$ cat config.mk
export PLATFORM = sky130hd
export DESIGN_NAME = dram_req_scheduler
export DESIGN_NICKNAME = d
export VERILOG_FILES = /design/src/rtl/dram_req_scheduler.sv
export SDC_FILE = /design/constraint.sdc
export NUM_CORES = 1
export LEC_CHECK = 0
export CORE_ASPECT_RATIO = 0.7
export CORE_MARGIN = 2
export CORE_UTILIZATION = 43
export CTS_BUF_LIST = sky130_fd_sc_hd__clkbuf_8
export DETAILED_ROUTE_END_ITERATION = 7
export HOLD_SLACK_MARGIN = 0.12
export PLACE_DENSITY_LB_ADDON = 0.15
export RECOVER_POWER = 25
export SLEW_MARGIN = 20
export SYNTH_ARGS = -nofsm -noshare
export SYNTH_HDL_FRONTEND = slang
export SYNTH_SLANG_ARGS = --single-unit
$ cat constraint.sdc
create_clock -name clk -period 2.1 [get_ports clk]
set_input_delay 0.42 -clock clk [delete_from_list [all_inputs] [get_ports clk]]
set_output_delay 0.42 -clock clk [all_outputs]
set_load 0.02 [all_outputs]
$ cat src/rtl/dram_req_scheduler.sv
// -----------------------------------------------------------------------------
// dram_req_scheduler
//
// Shares one DRAM device between two simple requesters (for example the
// instruction-side and data-side slave wrappers). Requests are arbitrated
// round-robin in IDLE. The block then sequences precharge (PRE), activate
// (ACT) and a single column command (COL). Reads wait in RDWAIT for
// DRAM_valid, and the answer is held in RESP until it is accepted.
//
// Build option (macro DRAM_OPEN_ROW_EN):
//   defined   : open-row policy. The row stays open after a response; a hit
//               goes IDLE -> COL, and a miss goes through PRE then ACT.
//   undefined : closed-page policy. Every response handshake is followed by
//               a PRE close, so IDLE always starts with ACT. No row
//               comparator is built.
//
// Parameters:
//   T_RCD  cycles spent in ACT (>= 1)
//   T_RP   cycles spent in PRE (>= 1)
//
// Ports:
//   clk, rst                 clock, asynchronous active-low reset
//   req_valid[1:0]           per-requester request valid (held until ready)
//   req_ready[1:0]           one-hot single-cycle accept pulse
//   req_write[1:0]           1 = write, 0 = read
//   req_addr[63:0]           byte address, requester 0 in [31:0], 1 in [63:32]
//   req_wdata[63:0]          write data, packed like req_addr
//   req_wen[7:0]             active-low byte enables, requester 0 in [3:0]
//   rsp_valid / rsp_ready    response handshake
//   rsp_id                   requester being answered
//   rsp_rdata[31:0]          last captured read data
//   DRAM_CSn/RASn/CASn       DRAM strobes, active-low
//   DRAM_WEn[3:0]            DRAM byte write enables, active-low
//   DRAM_A[10:0]             row or column address
//   DRAM_D[31:0]             write data
//   DRAM_valid / DRAM_Q      read data return
// -----------------------------------------------------------------------------
module dram_req_scheduler #(
    parameter int T_RCD = 5,
    parameter int T_RP  = 5
) (
    input  logic        clk,
    input  logic        rst,
    input  logic [1:0]  req_valid,
    output logic [1:0]  req_ready,
    input  logic [1:0]  req_write,
    input  logic [63:0] req_addr,
    input  logic [63:0] req_wdata,
    input  logic [7:0]  req_wen,
    output logic        rsp_valid,
    input  logic        rsp_ready,
    output logic        rsp_id,
    output logic [31:0] rsp_rdata,
    output logic        DRAM_CSn,
    output logic        DRAM_RASn,
    output logic        DRAM_CASn,
    output logic [3:0]  DRAM_WEn,
    output logic [10:0] DRAM_A,
    output logic [31:0] DRAM_D,
    input  logic        DRAM_valid,
    input  logic [31:0] DRAM_Q
);

    localparam int T_MAX = (T_RCD > T_RP) ? T_RCD : T_RP;
    localparam int CW    = (T_MAX > 1) ? $clog2(T_MAX) : 1;
    localparam logic [CW-1:0] RP_LAST  = CW'(T_RP - 1);
    localparam logic [CW-1:0] RCD_LAST = CW'(T_RCD - 1);

    localparam logic [2:0] S_IDLE   = 3'd0;
    localparam logic [2:0] S_PRE    = 3'd1;
    localparam logic [2:0] S_ACT    = 3'd2;
    localparam logic [2:0] S_COL    = 3'd3;
    localparam logic [2:0] S_RDWAIT = 3'd4;
    localparam logic [2:0] S_RESP   = 3'd5;

    logic [2:0]    r_state;
    logic [CW-1:0] r_cnt;          // cycles already spent in PRE/ACT
    logic          r_rr_ptr;       // preferred requester when both are valid
    logic [10:0]   r_open_row;
    logic          r_id;
    logic          r_write;
    logic [10:0]   r_row;
    logic [9:0]    r_col;
    logic [31:0]   r_wdata;
    logic [3:0]    r_wen;
    logic [31:0]   r_rdata;

    logic          w_both;
    logic          w_gnt_id;
    logic          w_accept;
    logic [31:0]   w_sel_addr;
    logic [10:0]   w_sel_row;
    logic          w_unused;

    assign w_both     = &req_valid;
    assign w_gnt_id   = w_both ? r_rr_ptr : req_valid[1];
    assign w_accept   = (r_state == S_IDLE) && (|req_valid);
    assign w_sel_addr = w_gnt_id ? req_addr[63:32] : req_addr[31:0];
    assign w_sel_row  = w_sel_addr[22:12];
    // Byte offset and high address bits carry no meaning for this device.
    assign w_unused   = ^{w_sel_addr[31:23], w_sel_addr[1:0]};

`ifdef DRAM_OPEN_ROW_EN
    logic r_row_open;
    logic w_hit;
    assign w_hit = r_row_open && (w_sel_row == r_open_row);
`else
    logic r_closing;               // PRE entered after a response, exits to IDLE
`endif

    // Gated with rst so no accept can be seen while reset is asserted.
    assign req_ready = (w_accept && rst) ? (w_gnt_id ? 2'b10 : 2'b01) : 2'b00;
    assign rsp_valid = (r_state == S_RESP);
    assign rsp_id    = r_id;
    assign rsp_rdata = r_rdata;

    always_ff @(posedge clk or negedge rst) begin
        if (!rst) begin
            r_state    <= S_IDLE;
            r_cnt      <= '0;
            r_rr_ptr   <= 1'b0;
            r_open_row <= '0;
            r_id       <= 1'b0;
            r_write    <= 1'b0;
            r_row      <= '0;
            r_col      <= '0;
            r_wdata    <= '0;
            r_wen      <= 4'hf;
            r_rdata    <= '0;
`ifdef DRAM_OPEN_ROW_EN
            r_row_open <= 1'b0;
`else
            r_closing  <= 1'b0;
`endif
        end else begin
            case (r_state)
                S_IDLE: begin
                    if (w_accept) begin
                        r_id    <= w_gnt_id;
                        r_write <= req_write[w_gnt_id];
                        r_row   <= w_sel_row;
                        r_col   <= w_sel_addr[11:2];
                        r_wdata <= w_gnt_id ? req_wdata[63:32] : req_wdata[31:0];
                        r_wen   <= w_gnt_id ? req_wen[7:4] : req_wen[3:0];
                        r_cnt   <= '0;
                        if (w_both) r_rr_ptr <= ~w_gnt_id;
`ifdef DRAM_OPEN_ROW_EN
                        if (w_hit)           r_state <= S_COL;
                        else if (r_row_open) r_state <= S_PRE;
                        else                 r_state <= S_ACT;
`else
                        r_state <= S_ACT;
`endif
                    end
                end
                S_PRE: begin
                    if (r_cnt == RP_LAST) begin
                        r_cnt <= '0;
`ifdef DRAM_OPEN_ROW_EN
                        r_row_open <= 1'b0;
                        r_state    <= S_ACT;
`else
                        r_closing <= 1'b0;
                        r_state   <= r_closing ? S_IDLE : S_ACT;
`endif
                    end else begin
                        r_cnt <= r_cnt + CW'(1);
                    end
                end
                S_ACT: begin
                    if (r_cnt == RCD_LAST) begin
                        r_cnt      <= '0;
                        r_open_row <= r_row;
`ifdef DRAM_OPEN_ROW_EN
                        r_row_open <= 1'b1;
`endif
                        r_state    <= S_COL;
                    end else begin
                        r_cnt <= r_cnt + CW'(1);
                    end
                end
                S_COL: begin
                    r_state <= r_write ? S_RESP : S_RDWAIT;
                end
                S_RDWAIT: begin
                    if (DRAM_valid) begin
                        r_rdata <= DRAM_Q;
                        r_state <= S_RESP;
                    end
                end
                S_RESP: begin
                    if (rsp_ready) begin
`ifdef DRAM_OPEN_ROW_EN
                        r_state <= S_IDLE;
`else
                        r_closing <= 1'b1;
                        r_cnt     <= '0;
                        r_state   <= S_PRE;
`endif
                    end
                end
                default: r_state <= S_IDLE;
            endcase
        end
    end

    // DRAM pins are decoded from state, phase count and the latched request.
    always_comb begin
        DRAM_CSn  = (r_state == S_IDLE);
        DRAM_RASn = 1'b1;
        DRAM_CASn = 1'b1;
        DRAM_WEn  = 4'hf;
        DRAM_A    = '0;
        DRAM_D    = '0;
        case (r_state)
            S_PRE: begin
                if (r_cnt == '0) begin
                    DRAM_RASn = 1'b0;
                    DRAM_WEn  = 4'h0;
                    DRAM_A    = r_open_row;
                end
            end
            S_ACT: begin
                if (r_cnt == '0) begin
                    DRAM_RASn = 1'b0;
                    DRAM_A    = r_row;
                end
            end
            S_COL: begin
                DRAM_CASn = 1'b0;
                DRAM_A    = {1'b0, r_col};
                if (r_write) begin
                    DRAM_WEn = r_wen;
                    DRAM_D   = r_wdata;
                end
            end
            default: ;
        endcase
    end

endmodule

==> summary.txt <==
Status
  • Status: finished with violations
  • Failing checks: slew limit, setup timing

Clock network
  • H-tree Lvls: 3
  • Clk buf depth: 2
  • CTS Buf Count: 9
  • Hold Buf Count CTS: 0
  • Worst-Skew Late Latency: 0.37 ns
  • Worst-path clk slew: 0.09 ns
  • Sink Count: 110
  • CTS tree: done
  • Clk root buf: clkbuf_8

Timing
  • Final hold vios: 0
  • Final setup vio count: 36
  • WHS: 0.511 ns
  • Fin crit period: 2.23 ns
  • Setup TNS: -2.75 ns
  • RSZ-0062 raised after global routing: yes
  • Fin crit share: 106%
  • Fin. max-slew vios: 110
  • Slew @ Worst Pin: 1.53 ns
  • Slew HR: -2.11%
  • Clock Skew: 0.0150 ns
  • Post-layout worst setup margin: -0.132 ns
  • Fmax: 448 MHz

Worst hold path
  • Tightest Hold Check Type: flip-flop to flip-flop
  • WHS Path Cells: 1

Layout
  • Layout Cells excl Fill: 989
  • Sequential cell area: 2760 sq um
  • Commonest cells after routing, fill and taps aside: clkdlybuf4s50_1, dfrtp_1, o21ai_0, a21oi_1, nand3b_1
  • Final nets: 996
  • Multi-input logic area: 2890 sq um
  • Most common library cell in the layout ignoring fill and taps: clkdlybuf4s50_1
  • Share of post-route cells with drive strength above 1: 27.6%
  • Inserted Diodes: 0
  • Number of fill cells in the layout: 989
  • Layout Area Growth over Synthesis: 58.9%
  • Finished Cell Area: 9050 sq um

Die
  • Die area: 14200 sq um
  • Row count: 35
  • Die Y: 100 microns
  • Core ar.: 13100 sq um
  • Die Wd: 142 microns
  • I/O pins: 262
  • Initial Utilization: 43.7%

Critical path
  • Slowest-stage cell, CP: dfrtp_1
  • Top Family by Delay on Critical Path: simple AND/OR/NAND/NOR gates
  • CP bufs+invs: 3
  • R2r worst-path depth: 6
  • Levels on crit path: 5
  • Critical path class: flip-flop to output port
  • R2r setup slk: 0.10 ns
  • Worst path required time: 1.68 ns
  • Crit-path most repeated cell: buf_6
  • Startpoint class of the critical path: flip-flop
  • Critical-path maximum fanout: 6
  • Slowest stage delay, CP: 0.43 ns
  • Critical Path AT: 1.81 ns
  • Crit path cell chain: and3b_4, buf_6, clkbuf_16, and3_4, buf_6
  • Setup crit end kind: output port

Power
  • Total chip power: 11.7 mW
  • Maximum vdd drop: 0.501 mV
  • Leak: 3.67 nW
  • Cell Pwr Density: 1290 nW/um^2

Logic synthesis
  • Synthesized area: 5700 sq um
  • Syn Nets: 756
  • Yosys reg bits: 110
  • EDFF count, synth: 0
  • Async SR Flop Fraction: 100%
  • Synth warn: 0
  • Syn Inst Count: 578
  • Syn_area_per_cell: 9.86 sq um
  • Synth Flop Type: dfrtp_1
  • Yosys cell types: 44
  • Seq/Total Area, Yosys: 48.4%

Detailed routing
  • Detailed Routing Iterations Pass 1: 5
  • Drt wl/cell: 19.0 microns
  • Detailed Route WL: 18800 microns
  • Antenna viol nets, final: 0
  • DR DRC count: 0
  • Vias: 5645
  • Initial DRC count: 348
  • DR vias/cell: 5.71

Global routing
  • Initial antenna violation count: 0
  • Vias in the first global route: 5507
  • Largest net degree at the start of global routing: 117
  • Total GRT Usage: 25.1%
  • GRT overflow: 0
  • First-pass GRT wire length: 28500 microns

Placement
  • Hpwl dp: 12000 microns
  • Placed Area: 8320 sq um
  • RePlAce Congestion: 0.837
  • Port bufs: 239
  • Dpl cells: 953

Run
  • Maxcap violations: 0
==> through the flow <==
step                      worst slack, ns  utilization, %
after floorplan                   -0.0952               -
after global placement             -0.355            63.8
after detailed placement           -0.363            63.8
after CTS                          -0.194            65.7
after global routing               -0.229            69.4
final                              -0.132            69.4
==> path summary, 6_finish.rpt <==
kind / startpoint / endpoint
max: r_state[2] / DRAM_D[4]
min: rsp_rdata[6] / rsp_rdata[6]
max reg2reg: r_state[0] / r_row[1]
min reg2reg: rsp_rdata[6] / rsp_rdata[6]
max in group asynchronous: rst / r_state[0]
min in group asynchronous: rst / r_open_row[9]
==> synthesized netlist by cell type, types with 2 or more instances <==
library cell | n | area, sq um
a21oi_1 | 60 | 300
buf_2 | 13 | 65.1
ha_1 | 2 | 25.0
o21a_1 | 5 | 37.5
nor2_1 | 4 | 15.0
and3b_1 | 2 | 17.5
o21ai_0 | 72 | 360
nor3b_1 | 2 | 15.0
buf_1 | 2 | 7.51
mux2_2 | 42 | 473
a31oi_1 | 58 | 363
nand4_1 | 2 | 12.5
clkbuf_1 | 43 | 161
nand3_1 | 6 | 30.0
nand3b_1 | 59 | 443
nand2_1 | 17 | 63.8
dfrtp_1 | 106 | 2650
nor2b_1 | 4 | 25.0
buf_4 | 4 | 30.0
dfstp_2 | 4 | 105
buf_6 | 3 | 33.8
inv_1 | 5 | 18.8
and3_1 | 33 | 206
a22oi_1 | 10 | 75.1
==> report_power, final <==
group          internal [mW]  leakage (nW)  switching, mW
logic                   3.35          2.28           3.34
clock network          0.498        0.0971          0.716
registers               3.16          1.29          0.638
total                   7.01          3.67           4.69
==> flip-flops by register name (all words and copies together), names as in the netlist <==
register	count
r_wdata	32
rsp_rdata	32
r_open_row	11
r_row	11
r_col	10
r_wen	4
r_cnt	3
r_state	3
r_closing	1
r_rr_ptr	1
r_write	1
rsp_id	1
==> metal layers <==
metal / wire length (microns) / vias up / track usage (%)
met1: 8100 / 2791 / 34.1
met3: 1390 / 15 / 6.54
met4: 168 / 0 / 4.85
met2: 9110 / 230 / 41.3
li1: - / 2609 / -
met5: 0 / - / 0
==> final cells by class <==
class | instances | share of cell area, %
clock buffers | 11 | 1.67
clock inverters | 5 | 0.373
inverters | 6 | 0.249
multi-input cells | 397 | 31.9
flip-flops and latches | 110 | 30.5
well taps | 166 | 2.29
repair buffers | 294 | 33.0
==> cell families (layout without fill, tap and decap cells) <==
logic type	after synthesis	in the layout	synth area share (%)
buffers and inverters	71	316	5.62
AND/OR/NAND/NOR	137	137	15.7
adder cells (fa/ha/maj)	2	2	0.439
multiplexers	43	43	8.50
flip-flops	110	110	48.4
AO/OA/AOI/OAI	213	213	21.1
XOR/XNOR	2	2	0.307
==> repair_timing <==
action,4_1_cts,5_1_grt
buffers inserted,7,8
gates cloned,3,4
gates resized for setup,280,120
pin swaps,6,11
setup endpoints to repair,53,47
(Power assumes the default switching activity.)
